--- config.mk ---
export PLATFORM = sky130hd
export DESIGN_NAME = jcs_bus_sequencer
export DESIGN_NICKNAME = d
export VERILOG_FILES = /design/src/rtl/jcs_bus_sequencer.sv
export SDC_FILE = /design/constraint.sdc
export NUM_CORES = 1
export LEC_CHECK = 0
export BUFFER_PORTS_ARGS = -buffer_cell sky130_fd_sc_hd__buf_2
export CORE_ASPECT_RATIO = 1.2
export CORE_MARGIN = 8
export CORE_UTILIZATION = 28
export CTS_CLUSTER_DIAMETER = 30
export DETAILED_ROUTE_END_ITERATION = 8
export GPL_ROUTABILITY_DRIVEN = 0
export HOLD_SLACK_MARGIN = 0.15
export PLACE_DENSITY = 0.51
export SYNTH_ARGS = -nofsm -noshare
export SYNTH_HDL_FRONTEND = slang
export SYNTH_SLANG_ARGS = --single-unit
--- constraint.sdc ---
create_clock -name CLK -period 2.77 [get_ports CLK]
set_input_delay 0.1385 -clock CLK [delete_from_list [all_inputs] [get_ports CLK]]
set_output_delay 0.1385 -clock CLK [all_outputs]
set_load 0.03 [all_outputs]
--- src/rtl/jcs_bus_sequencer.sv ---
// Micro-sequencer for the shared 8-bit jcs bus: turns MOVE/ALU commands into
// timed enable-select / set-select / set-strobe sequences for the 4x16 decoders.
module jcs_bus_sequencer #(
  parameter int unsigned SETTLE = 1,
  parameter int unsigned HOLD   = 1
) (
  input  logic       CLK,
  input  logic       RST,
  input  logic       cmd_valid,
  output logic       cmd_ready,
  input  logic       cmd_kind,
  input  logic [3:0] cmd_src_a,
  input  logic [3:0] cmd_src_b,
  input  logic [3:0] cmd_dst,
  input  logic [2:0] cmd_op,
  output logic [3:0] ena_sel,
  output logic [3:0] set_sel,
  output logic       set_stb,
  output logic [2:0] alu_op,
  output logic       busy,
  output logic       done,
  output logic       err,
  output logic [7:0] xfer_cnt
);

  localparam int unsigned UNIT_W  = 4;
  localparam int unsigned OP_W    = 3;
  localparam int unsigned PHASE_W = 3;
  localparam int unsigned IDX_W   = 2;
  localparam int unsigned CNT_W   = 8;

  localparam logic [UNIT_W-1:0] U_NONE = 4'd0;
  localparam logic [UNIT_W-1:0] U_DATA = 4'd1;
  localparam logic [UNIT_W-1:0] U_R0   = 4'd2;
  localparam logic [UNIT_W-1:0] U_R1   = 4'd3;
  localparam logic [UNIT_W-1:0] U_R2   = 4'd4;
  localparam logic [UNIT_W-1:0] U_R3   = 4'd5;
  localparam logic [UNIT_W-1:0] U_TMP  = 4'd6;
  localparam logic [UNIT_W-1:0] U_ACC  = 4'd7;
  localparam logic [UNIT_W-1:0] U_MAR  = 4'd8;
  localparam logic [UNIT_W-1:0] U_RAM  = 4'd9;

  localparam logic [PHASE_W-1:0] SETTLE_LAST = PHASE_W'(SETTLE - 1);
  localparam logic [PHASE_W-1:0] HOLD_LAST   = PHASE_W'(HOLD - 1);

  typedef enum logic [2:0] {
    ST_IDLE,
    ST_SETTLE,
    ST_STROBE,
    ST_HOLD,
    ST_GAP,
    ST_DONE
  } state_t;

  state_t              state;
  logic [PHASE_W-1:0]  phase_cnt;
  logic [IDX_W-1:0]    xfer_idx;
  logic                kind_q;
  logic [UNIT_W-1:0]   src_b_q;
  logic [UNIT_W-1:0]   dst_q;

  logic cmd_legal_c;
  logic last_xfer_c;

  function automatic logic is_src(input logic [UNIT_W-1:0] u);
    return u inside {U_DATA, U_R0, U_R1, U_R2, U_R3, U_ACC, U_RAM};
  endfunction

  function automatic logic is_dst(input logic [UNIT_W-1:0] u);
    return u inside {U_R0, U_R1, U_R2, U_R3, U_TMP, U_ACC, U_MAR, U_RAM};
  endfunction

  // Command legality on the offered fields; ALU adds the TMP/ACC routing limits.
  always_comb begin
    cmd_legal_c = is_src(cmd_src_a) && is_dst(cmd_dst);
    if (cmd_kind)
      cmd_legal_c = cmd_legal_c && is_src(cmd_src_b) &&
                    (cmd_src_b != U_ACC) && (cmd_dst != U_TMP);
  end

  // MOVE ends after transfer 0; ALU after transfer 1 when the result stays in ACC.
  always_comb begin
    last_xfer_c = !kind_q || (xfer_idx == IDX_W'(2)) ||
                  ((xfer_idx == IDX_W'(1)) && (dst_q == U_ACC));
  end

  always_ff @(posedge CLK or posedge RST) begin
    if (RST) begin
      state     <= ST_IDLE;
      phase_cnt <= '0;
      xfer_idx  <= '0;
      kind_q    <= 1'b0;
      src_b_q   <= U_NONE;
      dst_q     <= U_NONE;
      cmd_ready <= 1'b1;
      ena_sel   <= U_NONE;
      set_sel   <= U_NONE;
      set_stb   <= 1'b0;
      alu_op    <= '0;
      busy      <= 1'b0;
      done      <= 1'b0;
      err       <= 1'b0;
      xfer_cnt  <= '0;
    end else begin
      done <= 1'b0;
      err  <= 1'b0;
      case (state)
        ST_IDLE, ST_DONE: begin
          state     <= ST_IDLE;
          cmd_ready <= 1'b1;
          busy      <= 1'b0;
          if (cmd_valid) begin
            if (cmd_legal_c) begin
              kind_q    <= cmd_kind;
              src_b_q   <= cmd_src_b;
              dst_q     <= cmd_dst;
              xfer_idx  <= '0;
              phase_cnt <= '0;
              ena_sel   <= cmd_src_a;
              set_sel   <= cmd_kind ? U_TMP : cmd_dst;
              alu_op    <= cmd_kind ? cmd_op : OP_W'(0);
              cmd_ready <= 1'b0;
              busy      <= 1'b1;
              state     <= ST_SETTLE;
            end else begin
              err <= 1'b1;
            end
          end
        end
        ST_SETTLE: begin
          if (phase_cnt == SETTLE_LAST) begin
            set_stb <= 1'b1;
            state   <= ST_STROBE;
          end else begin
            phase_cnt <= phase_cnt + PHASE_W'(1);
          end
        end
        ST_STROBE: begin
          set_stb   <= 1'b0;
          phase_cnt <= '0;
          state     <= ST_HOLD;
        end
        ST_HOLD: begin
          if (phase_cnt == HOLD_LAST) begin
            ena_sel <= U_NONE;
            set_sel <= U_NONE;
            if (last_xfer_c) begin
              state     <= ST_DONE;
              done      <= 1'b1;
              busy      <= 1'b0;
              cmd_ready <= 1'b1;
              alu_op    <= '0;
              xfer_cnt  <= xfer_cnt + CNT_W'(1);
            end else begin
              state <= ST_GAP;
            end
          end else begin
            phase_cnt <= phase_cnt + PHASE_W'(1);
          end
        end
        ST_GAP: begin
          // Transfer 1 is src_b->ACC, transfer 2 is ACC->dst.
          xfer_idx  <= xfer_idx + IDX_W'(1);
          phase_cnt <= '0;
          ena_sel   <= (xfer_idx == '0) ? src_b_q : U_ACC;
          set_sel   <= (xfer_idx == '0) ? U_ACC : dst_q;
          state     <= ST_SETTLE;
        end
        default: begin
          state     <= ST_IDLE;
          cmd_ready <= 1'b1;
          busy      <= 1'b0;
          ena_sel   <= U_NONE;
          set_sel   <= U_NONE;
          set_stb   <= 1'b0;
          alu_op    <= '0;
        end
      endcase
    end
  end

endmodule

==> run summary <==
Reg area -> 0.00103 mm²
Most used flip-flop cell after synthesis -> dfrtp_1
DRC Markers -> 0
Max Freq -> 451 MHz
Avg Inst Size Synth -> 11.0 µm²
Crit path required time -> 2.95 ns
Kind of critical path -> input port to register
Chip width -> 94.1 µm
Maximum number of pins on one net before global-route repair -> 27
RSZ-0062 raised after global routing -> false
Setup Fix Bufs, Post-CTS -> 0
Cell type with the largest total area after synthesis -> dfrtp_1
Total Power -> 2.53 mW
Final ANT Viol Nets -> 0
Total clock sinks -> 41
MaxCap Viol Count -> 0
GRT overflow -> 0
TNS Setup -> 0 ns
Reg clk slew, reported paths -> 0.07 ns
Count leader, synth -> dfrtp_1
Synth top area share -> 0.488
Synth top area cells -> dfrtp_1 49%, mux2_2 9.9%, o21ai_0 4.4%, nand2_1 4.4%, ha_1 3.7%
Clk root buf -> clkbuf_8
CTS tree -> built
Leak pwr -> 1.23 nW
Core Region -> 0.00719 mm²
Status -> completed
Resize count post-CTS -> 0
Cell area power density -> 982 mW/mm²
Int Power -> 1.49 mW
Post-DP HPWL -> 3620 µm
Clock power frac -> 0.158
Final setup fails -> 0
Synthesized area -> 0.00205 mm²
Flops & latches, synth -> 41
CP Data Arrival Time -> 2.39 ns
Gate power share -> 0.448
Wire length per cell -> 14.4 µm
Hold path depth -> 2
I/O pin cnt -> 43
Chip Height -> 110 µm
Number of synthesized flops with an enable pin -> 0
H-tree lvl count -> 2
Num CTS Buffers -> 5
DR pass1 iterations -> 5
Slew Viols, Final -> 0
Final hold violation count -> 0
# nets final -> 272
Initial core utilization -> 0.285
CP Max Fanout -> 8
Skew final -> 0.00862 ns
First-iteration detailed-routing DRC count -> 81
Final min period -> 2.22 ns
Reg2Reg Depth -> 8
GRT Overall Usage -> 0.0999
Number of port buffers -> 42
Yosys warning total -> 0
Worst Tran Pin Value -> 0.932 ns
Initial antenna violation count -> 0
Share of cells above drive strength 1 -> 0.316
Synth cell count leaders -> 40 x dfrtp_1, 24 x nand2_1, 18 x mux2_2, 18 x o21ai_0, 12 x nor2_1
CTS max path bufs -> 2
N_diodes -> 0
Clk_lat worst skew -> 0.29 ns
Syn_nets -> 212
Switch Pwr -> 1.05 mW
CP startpoint kind -> input port
Hold crit path type -> input port to register
Area Overhead vs Synth -> 25.8%
Vias per Instance -> 4.66
Filler Cell Count -> 715
Critical Path Sink Type -> register
FP Rows -> 34
Count of cell types in the netlist -> 38
Cells after synthesis -> 187
Vias -> 1569
Seq/Total Area, Yosys -> 0.501
Rel. slew slack -> 0.378
DRT Wirelength -> 4840 µm
Ratio of final minimum period to clock period -> 0.800
Flop pwr share -> 0.394
Total die area -> 0.0103 mm²
Worst vdd ir -> 0.394 mV
Sw frac -> 0.414
Global-route wire length before repair -> 8140 µm
Vias in the first global route -> 1669
Area of the multi-input gates -> 953 µm²
Async SR Flop Fraction -> 1.00
==> registers in the layout (all words and copies together) (netlist names), 2 cells and up <==
name	count
dst_q	4
state	3
set_sel	4
phase_cnt	3
ena_sel	4
xfer_cnt	8
src_b_q	4
xfer_idx	2
alu_op	3
==> through the flow <==
step / utilization / worst slack (ns) / area, µm² / std cells / hold slack, ns
after global routing: 0.359 / 0.332 / 2580 / 337 / 0.161
after detailed placement: 0.330 / 0.510 / 2370 / 318 / 0.400
after global placement: 0.330 / 0.609 / 2370 / 318 / 0.399
after floorplan: - / 0.844 / 2050 / 187 / 0.246
final: 0.359 / 0.554 / 2580 / 337 / 0.155
after CTS: 0.359 / 0.485 / 2580 / 337 / 0.154
==> placed cells by master, fill, tap and decap left out, types with 3 or more instances in the layout <==
| cell type | netlist | routed |
|---|---|---|
| inv_1 | 10 | 10 |
| nor2_1 | 12 | 12 |
| o21ai_0 | 18 | 18 |
| dfrtp_1 | 40 | 40 |
| nor2b_1 | 3 | 3 |
| nand2_1 | 24 | 24 |
| ha_1 | 6 | 6 |
| xor2_1 | 5 | 5 |
| a32o_1 | 3 | 3 |
| mux2_2 | 18 | 18 |
| nand4_1 | 3 | 3 |
| nand3_1 | 3 | 3 |
| a21oi_1 | 3 | 3 |
| o2bb2ai_1 | 4 | 4 |
| buf_4 | 0 | 4 |
| dlygate4sd3_1 | 0 | 12 |
| clkbuf_8 | 0 | 6 |
| xnor2_1 | 4 | 4 |
| buf_2 | 0 | 42 |
==> power groups by stage <==
stage,clock network (mW),logic [mW],registers [mW]
6_report,0.399,1.14,1.00
3_3_place_gp,0,1.14,1.01
5_1_grt,0.442,1.26,1.05
2_1_floorplan,0,0.719,1.13
3_5_place_dp,0,1.14,1.01
4_1_cts,0.418,1.16,1.00
==> timing repair <==
| item | 4_1_cts | 5_1_grt |
|---|---|---|
| hold endpoints to repair | 34 | 0 |
| hold buffers | 12 | 0 |
| setup endpoints to repair | 0 | 0 |
==> critical path: stages <==
cell	delay, ns
dlygate4sd3_1	0.53
buf_2	0.14
o21ai_0	0.16
o311ai_1	0.18
a211oi_4	0.43
a21boi_4	0.13
a21oi_4	0.29
mux2_2	0.38
==> cells by family (layout without fill, tap and decap cells) <==
logic type	Yosys count	in the layout	share of synthesized area
buf+inv	15	75	0.0348
simple gates	58	58	0.145
fa+ha+maj	6	6	0.0366
xor+xnor	9	9	0.0384
compound gates	40	40	0.146
mux	18	18	0.0988
flops	41	41	0.501
==> final timing paths <==
path / startpoint / end / slack (ns)
worst max-delay path: cmd_src_b[1] / set_sel[0] / 0.55
worst min-delay path: cmd_dst[3] / dst_q[3] / 0.15
worst max register to register: xfer_idx[1] / xfer_cnt[5] / 0.56
worst min register to register: xfer_cnt[7] / xfer_cnt[7] / 0.48
max in group asynchronous: RST / err / 1.47
min in group asynchronous: RST / alu_op[0] / 0.60
==> cell type report <==
cell class                 count  share of cell area
sequential                    41               0.398
inverter                      10              0.0145
timing repair buffer          58               0.140
tap                           90              0.0436
clock inverter                 1             0.00291
clock buffer                   6              0.0320
multi-input combinational    131               0.369
==> per-layer routing <==
metal	up-vias	track usage	wire [µm]	share of wire
li1	772	-	-	-
met1	750	0.118	2170	0.45
met2	39	0.168	2410	0.50
met3	8	0.0253	169	0.035
met4	0	0.0420	87	0.018
met5	-	0	0	0
(Power assumes the default switching activity.)
